===== src/rtl/issue_ctrl.sv =====
// issue_ctrl: register busy scoreboard, outstanding-write limit, issue/stall
// decision and branch redirect/flush sequencing between decode and execute.
module issue_ctrl #(
    parameter int PC_WIDTH        = 32,
    parameter int RF_ADDR_WIDTH   = 5,
    parameter int MAX_OUTSTANDING = 4,
    parameter int FLUSH_CYCLES    = 2
) (
    input  logic                     clk_i,
    input  logic                     rst_i,
    input  logic                     dec_valid_i,
    input  logic [RF_ADDR_WIDTH-1:0] dec_rs1_addr_i,
    input  logic                     dec_rs1_used_i,
    input  logic [RF_ADDR_WIDTH-1:0] dec_rs2_addr_i,
    input  logic                     dec_rs2_used_i,
    input  logic [RF_ADDR_WIDTH-1:0] dec_rd_addr_i,
    input  logic                     dec_rd_we_i,
    input  logic                     dec_csr_used_i,
    input  logic                     exu_ready_i,
    input  logic                     wb_valid_i,
    input  logic [RF_ADDR_WIDTH-1:0] wb_rd_addr_i,
    input  logic                     br_valid_i,
    input  logic [PC_WIDTH-1:0]      br_pc_i,
    output logic                     ctrl2dpu_valid_o,
    output logic                     ctrl2dpu_stall_o,
    output logic                     ctrl2dpu_flush_o,
    output logic                     ctrl2pfu_redirect_valid_o,
    output logic [PC_WIDTH-1:0]      ctrl2pfu_redirect_pc_o,
    output logic [3:0]               outstanding_o
);
    localparam int NREG = 2 ** RF_ADDR_WIDTH;
    localparam logic [0:0] RUN   = 1'b0;
    localparam logic [0:0] FLUSH = 1'b1;
    logic [0:0]      state;
    logic [2:0]      flush_cnt;
    logic [NREG-1:0] busy, busy_eff, wb_mask, set_mask;
    logic [3:0]      count;
    logic            run, wb_hit, hazard, full, csr_block, fire, inc, dec;
    // A writeback to x0 is ignored entirely, including for the count and full check.
    always_comb begin
        run       = state == RUN;
        wb_hit    = wb_valid_i & (wb_rd_addr_i != '0);
        wb_mask   = wb_hit ? (NREG'(1) << wb_rd_addr_i) : '0;
        busy_eff  = busy & ~wb_mask;
        hazard    = (dec_rs1_used_i & (dec_rs1_addr_i != '0) & busy_eff[dec_rs1_addr_i])
                  | (dec_rs2_used_i & (dec_rs2_addr_i != '0) & busy_eff[dec_rs2_addr_i])
                  | (dec_rd_we_i    & (dec_rd_addr_i  != '0) & busy_eff[dec_rd_addr_i]);
        full      = (count == 4'(MAX_OUTSTANDING)) & ~wb_hit;
        csr_block = dec_csr_used_i & (count != 4'd0);
        fire      = run & dec_valid_i & ~br_valid_i & ~hazard & ~full & ~csr_block & exu_ready_i;
        inc       = fire & dec_rd_we_i & (dec_rd_addr_i != '0);
        dec       = wb_hit & (count != 4'd0);
        set_mask  = inc ? (NREG'(1) << dec_rd_addr_i) : '0;
    end
    assign ctrl2dpu_valid_o = fire;
    assign ctrl2dpu_stall_o = run & dec_valid_i & ~fire & ~br_valid_i;
    assign ctrl2dpu_flush_o = state == FLUSH;
    assign outstanding_o    = count;
    // Set is applied after clear so a same-cycle issue to the retiring register stays busy.
    always_ff @(posedge clk_i) begin
        if (rst_i) begin
            state                     <= RUN;
            flush_cnt                 <= '0;
            busy                      <= '0;
            count                     <= '0;
            ctrl2pfu_redirect_valid_o <= 1'b0;
            ctrl2pfu_redirect_pc_o    <= '0;
        end else begin
            busy                      <= (busy & ~wb_mask) | set_mask;
            count                     <= count + {3'd0, inc} - {3'd0, dec};
            ctrl2pfu_redirect_valid_o <= br_valid_i;
            ctrl2pfu_redirect_pc_o    <= br_valid_i ? br_pc_i : ctrl2pfu_redirect_pc_o;
            state                     <= br_valid_i ? FLUSH
                                       : (state == FLUSH && flush_cnt == 3'd1) ? RUN : state;
            flush_cnt                 <= br_valid_i ? 3'(FLUSH_CYCLES)
                                       : (state == FLUSH) ? flush_cnt - 3'd1 : flush_cnt;
        end
    end
endmodule


===== config.mk =====
export PLATFORM = sky130hd
export DESIGN_NAME = issue_ctrl
export DESIGN_NICKNAME = d
export VERILOG_FILES = /design/src/rtl/issue_ctrl.sv
export SDC_FILE = /design/constraint.sdc
export NUM_CORES = 1
export LEC_CHECK = 0
export CORE_MARGIN = 10
export CORE_UTILIZATION = 36
export DETAILED_ROUTE_END_ITERATION = 8
export SETUP_SLACK_MARGIN = 0.1
export SLEW_MARGIN = 30
export SYNTH_ARGS = -nofsm -noshare
export SYNTH_HDL_FRONTEND = slang
export SYNTH_SLANG_ARGS = --single-unit

===== constraint.sdc =====
create_clock -name clk_i -period 3.6 [get_ports clk_i]
set_input_delay 0.72 -clock clk_i [delete_from_list [all_inputs] [get_ports clk_i]]
set_output_delay 0.72 -clock clk_i [all_outputs]
set_load 0.01 [all_outputs]

==> impl_metrics.csv, run 1 <==
group,metric,value,unit
status,status,"complete, no violations",
pwr,p_int,0.00172,W
die,die_area,17400,um^2
yosys,synth_top_cells_by_area,"dfxtp_1, mux2i_1, nor2_1",
timing,fmax,286,MHz
place,dp_hpwl,12900,um
clock_network,clockRootBuffer,"clkbuf_16",
routing,dr_wl_met2,7850,um
routing,highest_layer,"met5",
yosys,synth_area,4490,um^2
die,die_h,132,um
pwr,p_per_area,344,nW/um^2
flow_run,cap_violations,0,
yosys,syn_area_per_cell,8.54,um^2
routing,wl_met1,7020,um
yosys,syn_inst,526,
cells_and_area,nets,793,
pwr,power_frac_seq,36.8,%
setup_path,cp-end-kind,"primary output",
global_routing,grt_pass1_wl,26700,um
setup_path,cp_max_fo,5,
timing,post-route-min-period,3.49,ns
clock_network,path_clk_slew,0.06,ns
place,globalplace.congestion,0.969,
timing,fin_skew,0.00396,ns
place,pre_cts_ws,-0.917,ns
routing,first_pass_iters,5,
yosys,synth_fp_nets,597,
timing,slew_viol_final,0,
timing,finalSetupViolations,0,
clock_network,tritoncts,"yes",
yosys,seq_area_frac_synth,32.5,%
global_routing,grtUsageTotal,18.8,%
die,placementRows,40,
timing,finalHoldViolCount,0,
place,numPortBuffers,101,
timing,max_slew.worst_pin.slew,0.651,ns
timing,layout_setup_ws,0.106,ns
routing,totalWireLength,17000,um
clock_network,clkLatencyLatePin,0.33,ns
timing,rsz0062_at_grt,"true",
pwr,total_power,0.00243,W
yosys,synth_edf_count,0,
yosys,ys_async_sr_fraction,0,%
setup_path,start_kind,"input pin",
clock_network,numCtsBuffers,9,
setup_path,worstPathArrival,2.77,ns
die,core,12100,um^2
yosys,synth_area_leader_cell,"dfxtp_1",
clock_network,cts_sinks,73,
die,initial_utilization,37.1,%
clock_network,cts_buffer_depth,2,
routing,ant_nets,0,
routing,drc_errors,0,
setup_path,worstSetupPathType,"input pin to primary output",
yosys,netlist.area_leader.share,32.5,%
pwr,p_sw_share,29.4,%
timing,finalCritPeriodShare,97.0,%
routing,dr_wl_met3,1690,um
pwr,p_leak,2.81,nW
routing,wl_per_cell,19.0,um
die,io_pins,102,
pwr,switchingPower,0.000714,W
timing,relSlewSlack,56.3,%
yosys,synth_ff_type,"dfxtp_1",
routing,vias_per_cell,5.51,
pwr,combinationalPowerShare,29.2,%
min_path,min_path_type,"flip-flop to flip-flop",
routing,drt_iter0_drc,393,
yosys,ys_ff_latch,73,
global_routing,overflow,0,
global_routing,antenna_found_initial,1,
cells_and_area,drive_gt1_share,31.1,%
cells_and_area,antenna_cells,0,
cells_and_area,area_delta_synth_final,57.4,%
pwr,peakVddDrop,0.279,mV
global_routing,grt_max_degree,48,
die,die-width,132,um
setup_path,required,2.88,ns
pwr,p_clk_share,33.9,%
yosys,yosys.cell_types.count,68,
yosys,yosys_warnings,0,
routing,via_count,4927,
global_routing,first_global_vias,5038,
yosys,synthMostInstantiatedCell,"dfxtp_1",
clock_network,h-tree-depth,3,
yosys,synthTopCellsByCount,"dfxtp_1, nor2_1, mux2i_1, nand2_1, o21ai_0",
-- final timing paths --
check | start | end | slack (ns) | cells after the start
min reg2reg | ctrl2pfu_redirect_pc_o[1]$_SDFFE_PP0P_ | ctrl2pfu_redirect_pc_o[1]$_SDFFE_PP0P_ | 0.49 | 2
max reg2reg | busy[31]$_SDFF_PP0_ | outstanding_o[1]$_SDFF_PP0_ | 0.41 | 14
min | ctrl2pfu_redirect_pc_o[1]$_SDFFE_PP0P_ | ctrl2pfu_redirect_pc_o[1]$_SDFFE_PP0P_ | 0.49 | 2
max | wb_rd_addr_i[4] | ctrl2dpu_stall_o | 0.11 | 10
-- layout make-up --
type | count | area (um^2)
clock buffer | 11 | 243
clock inverter | 5 | 31.3
fill | 1091 | 5040
inverter | 16 | 60.1
multi-input combinational | 393 | 3010
sequential | 73 | 1460
tap | 168 | 210
timing repair buffer | 229 | 2060
-- cells in the final DEF, fill, tap and decap left out, types with 5 or more instances in the layout --
cell,n
mux4_2,7
clkdlybuf4s50_1,82
nand4_1,7
ha_1,6
dfxtp_1,73
nand2_1,37
nor3_1,8
o21ai_1,12
buf_6,16
nor2_1,58
o21ai_0,14
mux2_2,5
nand2b_1,9
nor3b_1,7
o22ai_1,20
mux2i_1,46
clkbuf_16,10
nand2_2,5
inv_1,12
nor2b_1,13
nand3_1,21
a21oi_1,8
o22ai_2,9
buf_4,115
-- flip-flops by register name, summed over array words and instances (netlist names) --
| name | count |
|---|---|
| ctrl2dpu_flush_o | 1 |
| busy | 32 |
| ctrl2pfu_redirect_pc_o | 32 |
| outstanding_o | 4 |
| flush_cnt | 3 |
| ctrl2pfu_redirect_valid_o | 1 |
-- layer usage --
metal  up-vias  global-route usage, %
li1       2314                      -
met1      2316                   22.0
met2       263                   31.2
met3        32                   6.25
met4         2                   6.55
met5         -                      0
-- cell families after synthesis --
| group | after synthesis | synth area share [%] |
|---|---|---|
| simple gates | 205 | 23.9 |
| flops | 73 | 32.5 |
| buf+inv | 60 | 5.82 |
| compound gates | 111 | 18.1 |
| xor+xnor | 7 | 1.36 |
| mux | 61 | 15.7 |
| fa+ha+maj | 9 | 2.67 |
-- worst max-delay path: stages --
cell and delay [ns]:
buf_12 0.11, or4b_4 0.58, o21ai_4 0.18, mux2_4 0.17
a221oi_2 0.07, o311ai_4 0.27, o311a_4 0.25, nand3_4 0.12
and3_4 0.18, buf_6 0.12
-- power groups by stage --
| stage | clock network (W) | registers [W] | logic (W) |
|---|---|---|---|
| 5_1_grt | 0.000876 | 0.000902 | 0.000778 |
| 6_report | 0.000825 | 0.000896 | 0.000711 |
| 3_5_place_dp | 0 | 0.000911 | 0.000647 |
| 2_1_floorplan | 0 | 0.000924 | 0.000319 |
| 4_1_cts | 0.000839 | 0.000894 | 0.000681 |
| 3_3_place_gp | 0 | 0.000908 | 0.000633 |
-- through the flow --
| step | util [%] | instance area, um^2 | hold WS [ns] | TNS [ns] | cells |
|---|---|---|---|---|---|
| global route | 58.4 | 7080 | 0.512 | 0 | 895 |
| detailed placement | 53.2 | 6440 | 0.484 | -4.67 | 870 |
| CTS | 57.2 | 6930 | 0.502 | 0 | 892 |
| floorplan | - | 4530 | 0.459 | 0 | 526 |
| finish | 58.4 | 7080 | 0.494 | 0 | 895 |
| global placement | 53.2 | 6440 | 0.471 | -4.57 | 870 |
-- what timing repair did --
item / CTS / global route
endpoints found under the hold margin: 0 / 0
endpoints found under the setup margin: 6 / 5
resized for setup: 101 / 39
pin swaps: 25 / 18
buffers inserted: 7 / 1
cloned: 0 / 2
hold buffers: 0 / 0
Note: power is estimated with default switching activity, not from simulation.
==> inputs of run 2 (changes only) <==
--- a/config.mk
+++ b/config.mk
@@ -8,6 +8,7 @@
 export CORE_MARGIN = 10
 export CORE_UTILIZATION = 36
 export DETAILED_ROUTE_END_ITERATION = 8
+export HOLD_SLACK_MARGIN = 0.1
 export SETUP_SLACK_MARGIN = 0.1
 export SLEW_MARGIN = 30
 export SYNTH_ARGS = -nofsm -noshare
==> results of run 2 <==
The final DEF is identical to that of run 1; final timing and power are the same.
